**src/rtl/song_player_pkg.sv**
```systemverilog
// Shared audio definitions for the song player: player states, datapath widths
// and the square-wave level helper.
package song_player_pkg;

    localparam int ADDR_W   = 10;
    localparam int ROM_W    = 20;
    localparam int TONE_W   = 19;
    localparam int BEAT_W   = 27;
    localparam int SAMPLE_W = 32;

    typedef enum logic [2:0] {
        ST_IDLE,
        ST_FETCH,
        ST_LOAD,
        ST_HOLD,
        ST_DONE
    } state_e;

    function automatic logic signed [SAMPLE_W-1:0] square_level(
        input logic                       phase,
        input logic signed [SAMPLE_W-1:0] ampl
    );
        return phase ? -ampl : ampl;
    endfunction

endpackage

```
**src/rtl/song_player_tone.sv**
```systemverilog
// Square-wave tone generator: toggles phase every half_period+1 cycles and
// registers a +/-AMPL sample; clear silences it, load restarts it at +AMPL.
module square_tone_gen
    import song_player_pkg::*;
#(
    parameter int signed AMPL = 1000000000
) (
    input  logic                clk,
    input  logic                srst,
    input  logic                clear,
    input  logic                load,
    input  logic [TONE_W-1:0]   half_period,
    input  logic                tone_on,
    output logic [SAMPLE_W-1:0] sample
);

    localparam logic signed [SAMPLE_W-1:0] AMPL_V = SAMPLE_W'(AMPL);

    logic [TONE_W-1:0]   half_period_q, half_period_d;
    logic                tone_on_q, tone_on_d;
    logic [TONE_W-1:0]   cnt_q, cnt_d;
    logic                phase_q, phase_d;
    logic [SAMPLE_W-1:0] sample_q, sample_d;

    always_ff @(posedge clk) begin
        if (srst) begin
            half_period_q <= '0;
            tone_on_q     <= 1'b0;
            cnt_q         <= '0;
            phase_q       <= 1'b0;
            sample_q      <= '0;
        end else begin
            half_period_q <= half_period_d;
            tone_on_q     <= tone_on_d;
            cnt_q         <= cnt_d;
            phase_q       <= phase_d;
            sample_q      <= sample_d;
        end
    end

    always_comb begin
        half_period_d = half_period_q;
        tone_on_d     = tone_on_q;
        cnt_d         = cnt_q;
        phase_d       = phase_q;
        sample_d      = tone_on_q ? square_level(phase_q, AMPL_V) : '0;

        // A rest keeps the counter parked at zero.
        if (tone_on_q) begin
            if (cnt_q == half_period_q) begin
                cnt_d   = '0;
                phase_d = ~phase_q;
            end else begin
                cnt_d = cnt_q + TONE_W'(1);
            end
        end else begin
            cnt_d = '0;
        end

        if (load) begin
            half_period_d = half_period;
            tone_on_d     = tone_on;
            cnt_d         = '0;
            phase_d       = 1'b0;
        end

        if (clear) begin
            half_period_d = '0;
            tone_on_d     = 1'b0;
            cnt_d         = '0;
            phase_d       = 1'b0;
            sample_d      = '0;
        end
    end

    assign sample = sample_q;

endmodule

```
**src/rtl/song_player.sv**
```systemverilog
// Song player: walks a note ROM with a fixed beat per note (tempo switch part-way),
// optionally looping, and drives a square-wave tone generator for each note.
module song_player
    import song_player_pkg::*;
#(
    parameter int        LAST_ADDR      = 252,
    parameter int        TEMPO_INIT     = 9200000,
    parameter int        TEMPO_FAST     = 7500000,
    parameter int        TEMPO_CHG_ADDR = 197,
    parameter int signed AMPL           = 1000000000
) (
    input  logic                CLOCK_50,
    input  logic                reset,
    input  logic                start,
    input  logic                stop,
    input  logic                loop_en,
    output logic [ADDR_W-1:0]   rom_addr,
    input  logic [ROM_W-1:0]    rom_q,
    output logic [SAMPLE_W-1:0] sample,
    output logic                busy,
    output logic                song_end,
    output logic [ADDR_W-1:0]   note_idx
);

    localparam logic [ADDR_W-1:0] LAST_A   = ADDR_W'(LAST_ADDR);
    localparam logic [ADDR_W-1:0] CHG_A    = ADDR_W'(TEMPO_CHG_ADDR);
    localparam logic [BEAT_W-1:0] LIM_INIT = BEAT_W'(TEMPO_INIT);
    localparam logic [BEAT_W-1:0] LIM_FAST = BEAT_W'(TEMPO_FAST);

    state_e              state_q, state_d;
    logic [ADDR_W-1:0]   rom_addr_q, rom_addr_d;
    logic [ADDR_W-1:0]   note_idx_q, note_idx_d;
    logic [BEAT_W-1:0]   limit_q, limit_d;
    logic [BEAT_W-1:0]   beat_q, beat_d;
    logic                fetch_cnt_q, fetch_cnt_d;
    logic                tone_load;
    logic                tone_clear;
    logic                rom_q_unused;

    assign rom_q_unused = rom_q[ROM_W-1];

    always_ff @(posedge CLOCK_50) begin
        if (reset) begin
            state_q     <= ST_IDLE;
            rom_addr_q  <= '0;
            note_idx_q  <= '0;
            limit_q     <= LIM_INIT;
            beat_q      <= '0;
            fetch_cnt_q <= 1'b0;
        end else begin
            state_q     <= state_d;
            rom_addr_q  <= rom_addr_d;
            note_idx_q  <= note_idx_d;
            limit_q     <= limit_d;
            beat_q      <= beat_d;
            fetch_cnt_q <= fetch_cnt_d;
        end
    end

    always_comb begin
        state_d     = state_q;
        rom_addr_d  = rom_addr_q;
        note_idx_d  = note_idx_q;
        limit_d     = limit_q;
        beat_d      = beat_q;
        fetch_cnt_d = fetch_cnt_q;
        tone_load   = 1'b0;

        case (state_q)
            ST_IDLE: begin
                if (start) begin
                    state_d     = ST_FETCH;
                    rom_addr_d  = '0;
                    limit_d     = LIM_INIT;
                    fetch_cnt_d = 1'b0;
                end
            end
            ST_FETCH: begin
                // Two cycles to cover the ROM read latency.
                fetch_cnt_d = 1'b1;
                if (fetch_cnt_q) begin
                    fetch_cnt_d = 1'b0;
                    state_d     = ST_LOAD;
                end
            end
            ST_LOAD: begin
                tone_load  = 1'b1;
                note_idx_d = rom_addr_q;
                beat_d     = '0;
                state_d    = ST_HOLD;
            end
            ST_HOLD: begin
                if (beat_q == limit_q) begin
                    if (rom_addr_q != LAST_A) begin
                        rom_addr_d = rom_addr_q + ADDR_W'(1);
                        if (rom_addr_q == CHG_A) begin
                            limit_d = LIM_FAST;
                        end
                        state_d = ST_FETCH;
                    end else if (loop_en) begin
                        rom_addr_d = '0;
                        limit_d    = LIM_INIT;
                        state_d    = ST_FETCH;
                    end else begin
                        state_d = ST_DONE;
                    end
                end else begin
                    beat_d = beat_q + BEAT_W'(1);
                end
            end
            ST_DONE: begin
                state_d = ST_IDLE;
            end
            default: begin
                state_d = ST_IDLE;
            end
        endcase

        if (stop) begin
            state_d     = ST_IDLE;
            fetch_cnt_d = 1'b0;
            tone_load   = 1'b0;
        end
    end

    // Silence follows the next state so the sample is zero in the same cycle
    // the player lands in IDLE or DONE; a restart therefore begins silent.
    assign tone_clear = (state_d == ST_IDLE) || (state_d == ST_DONE);

    square_tone_gen #(
        .AMPL(AMPL)
    ) u_tone (
        .clk        (CLOCK_50),
        .srst       (reset),
        .clear      (tone_clear),
        .load       (tone_load),
        .half_period(rom_q[TONE_W-1:0]),
        .tone_on    (|rom_q[TONE_W-1:0]),
        .sample     (sample)
    );

    assign rom_addr = rom_addr_q;
    assign note_idx = note_idx_q;
    assign busy     = (state_q != ST_IDLE);
    assign song_end = (state_q == ST_DONE);

endmodule

```
**config.mk**
```make
export PLATFORM = sky130hd
export DESIGN_NAME = song_player
export DESIGN_NICKNAME = d
export VERILOG_FILES = /design/src/rtl/song_player_pkg.sv /design/src/rtl/song_player_tone.sv /design/src/rtl/song_player.sv
export SDC_FILE = /design/constraint.sdc
export NUM_CORES = 1
export LEC_CHECK = 0
export CORE_MARGIN = 4
export CORE_UTILIZATION = 49
export DETAILED_ROUTE_END_ITERATION = 7
export HOLD_SLACK_MARGIN = 0.08
export PLACE_DENSITY = 0.77
export SYNTH_ARGS = -nofsm -noshare
export SYNTH_HDL_FRONTEND = slang
export SYNTH_HIERARCHICAL = 1
export SYNTH_SLANG_ARGS = --single-unit
```
**constraint.sdc**
```tcl
create_clock -name CLOCK_50 -period 2.6 [get_ports CLOCK_50]
set_input_delay 0.26 -clock CLOCK_50 [delete_from_list [all_inputs] [get_ports CLOCK_50]]
set_output_delay 0.26 -clock CLOCK_50 [all_outputs]
set_load 0.01 [all_outputs]
```
==> reports/qor.yml <==
run_status:
  status: "finished, final reports clean"
synth:
  synth_most_common_cell: "dfxtp_1"
  syn_area_um2: 4910
  synth_commonest_cells: "96 x dfxtp_1, 69 x nor2_1, 41 x nand2_1"
  yosysWarnings: 6
  synthCells: 580
  avgSynthCellArea_um2: 8.46
  seq_area_frac_synth_pct: 39.2
  synth_cell_types: 49
  synth_top_cell_area_share_pct: 39.2
  yosys.area.top_type: "dfxtp_1"
  ys_ff_latch: 96
  netlist_top_cells_area: "dfxtp_1 39%, mux2i_1 5.7%, nor2_1 5.3%, xor2_1 4.8%, buf_4 4.4%"
  synth_top_family_by_area: "simple AND/OR/NAND/NOR gates"
  synth_fa_ha_area_share_pct: 1.53
  synth-simple-area-share_pct: 26.0
  yosys_most_used_dff: "dfxtp_1"
  synth_mux_area_share_pct: 5.71
  synth_compound_area_share_pct: 10.0
  synth-edff-count: 0
  async_flop_share_pct: 0
  synthXorXnorAreaFrac_pct: 8.92
place:
  dp.cells: 756
  pre_cts_ws_ns: 0.0543
  dpl-instance-area_um2: 5660
  dp_hpwl_mm: 8.60
  gp_congestion: 0.883
  port_buffers: 68
finish:
  finalNetCount: 669
  fin_area_um2: 5970
  fillCellCount: 845
  drive_gt1_share_pct: 10.4
  final_cells: 776
  syn_to_final_growth_pct: 21.7
  antenna_cells: 0
min_path:
  hold_class: "reg2reg"
  holdPathEnd: "note_idx[7]"
  worstHoldStart: "note_idx[7]"
  holdPathStages: 2
power_and_ir_drop:
  cellLeakagePower_nw: 1.99
  total_power_mw: 2.67
  ir_drop_uv: 307
  powerDensity_nw_per_um2: 446
floorplan:
  num_rows: 36
  fp.dieW_um: 108
  die_y_um: 108
  pin_count: 79
  die_area_um2: 11700
  core_area_um2: 9770
  initial_core_util_pct: 50.2
timing:
  fin_skew_ns: 0.0201
  fin_setup_tns_ns: 0
  finalHoldViolCount: 0
  setup_violations: 0
  slew_headroom_pct: 50.9
  fin_crit_ns: 2.51
  rsz0062_at_grt: "yes"
  post-route-worst-setup-slack_ns: 0.0898
  fmax_mhz: 398
  worstMarginPinSlew_ns: 0.734
  slew_viol_final: 0
  period_share_pct: 96.5
grt:
  grt_pass1_wl_mm: 19.4
  grtUsageTotal_pct: 20.3
  antenna_found_initial: 0
  first_global_vias: 4117
  grt_overflow: 0
  grt_max_degree: 26
worst_setup_path:
  reg2reg_depth: 6
  crit_required_ns: 2.86
  crit_type: "reg2reg"
  arrival_ns: 2.77
  r2r_start: "limit_q[19]"
  end_kind: "register"
  ff2ff_setup_slack_ns: 0.09
  crit_path_max_fanout: 14
  critPathLaunchType: "register"
  reg2reg_to: "limit_q[19]"
clock_tree:
  root_buffer: "clkbuf_8"
  worst_setup_hold_path_clk_slew_ns: 0.10
  cts.path.max_buffers: 2
  cts_max_level: 3
  cts_buffers: 9
  cts_sinks: 96
  cts_tree: "done"
  clock_latency_ns: 0.37
  ctsHoldBuffers: 0
routing:
  drc: 0
  routedWlPerCell_um: 15.3
  wirelength_mm: 11.9
  drt_iter0_drc: 258
  vias: 4272
  first_pass_iters: 4
  viasPerCell: 5.51
  ant_nets: 0
job:
  maxCapViolCount: 0
==> logic make-up after synthesis <==
kind of cell / count (synthesis)
muxes: 28
DFF: 96
xor gates and xnor gates: 50
buffers and inverters: 78
other: 1
adders and majority gates: 6
AOI/OAI and AO/OA: 77
and+or+nand+nor: 244
==> metrics by stage <==
step	hold slack (ns)	utilization [%]
after floorplan	0.339	-
after global placement	0.444	57.9
after detailed placement	0.449	57.9
after CTS	0.465	60.1
after global routing	0.489	61.1
final	0.460	61.1
==> layer usage <==
layer,GRT usage (%),wire length (um),vias to the layer above,share of wire (%)
met5,0,0,-,0
met3,4.30,652,22,5.5
li1,-,-,2115,-
met1,26.3,5250,2016,44
met2,33.6,5720,119,48
met4,6.67,240,0,2.0
==> cell type report <==
cell class	count	area, um^2	share of cell area, %
clock buffer	9	124	2.07
clock inverter	7	97.6	1.63
inverter	18	67.6	1.13
multi-input combinational	416	2670	44.7
sequential	96	1920	32.2
tap	133	166	2.79
timing repair buffer	97	928	15.5
==> how the worst max path moves through the flow <==
stage                startpoint                 to  cells after the start  slack (ns)
global placement    limit_q[19]  u_tone/sample[30]                      9        0.14
global route        limit_q[22]   u_tone/cnt_q[18]                      9      -0.008
floorplan             beat_q[8]   u_tone/cnt_q[14]                     11        0.02
finish              limit_q[19]        limit_q[19]                      6        0.09
detailed placement  limit_q[19]    u_tone/cnt_q[8]                      9        0.05
CTS                 limit_q[19]    u_tone/cnt_q[8]                      9        0.04
==> critical path: stages, from the launching register on <==
cell     delay, ns
dfxtp_1       0.34
or4_1         0.52
o22a_1        0.25
or4_1         0.56
buf_4         0.22
a211o_1       0.34
a21o_1        0.18
==> cell usage in the layout (no fill, tap or decap), types with 10 or more instances in the layout <==
| cell type | synthesis | routed |
|---|---|---|
| o21ai_0 | 14 | 13 |
| xor2_1 | 27 | 27 |
| inv_1 | 18 | 18 |
| nor2_1 | 69 | 66 |
| mux2i_1 | 28 | 28 |
| nor4_1 | 14 | 13 |
| a21oi_1 | 30 | 30 |
| nand4_1 | 18 | 18 |
| clkdlybuf4s50_1 | 0 | 68 |
| or4_1 | 11 | 11 |
| buf_4 | 29 | 27 |
| o211ai_1 | 10 | 10 |
| or3_1 | 15 | 15 |
| xnor2_1 | 23 | 23 |
| dfxtp_1 | 96 | 96 |
| nand3_1 | 19 | 19 |
| nand2_1 | 41 | 41 |
| nor3_1 | 16 | 16 |
==> registers in the layout, summed over array words and instances, names as in the netlist <==
register              flops
fetch_cnt_q               1
note_idx                 10
beat_q                   27
limit_q                   2
u_tone/tone_on_q          1
u_tone/cnt_q             19
u_tone/phase_q            1
u_tone/half_period_q     19
u_tone/sample             3
rom_addr                 10
state_q                   3
==> power by group <==
part           internal [mW]  switching [mW]  total [mW]
registers               1.47         0.00293        1.47
logic                 0.0652          0.0676       0.133
clock network          0.478           0.581        1.06
==> repair_timing <==
action	4_1_cts	5_1_grt
buffers inserted	0	1
resized for setup	0	11
endpoints found under the setup margin	0	28
No activity file was read; power rests on OpenSTA's default activity.
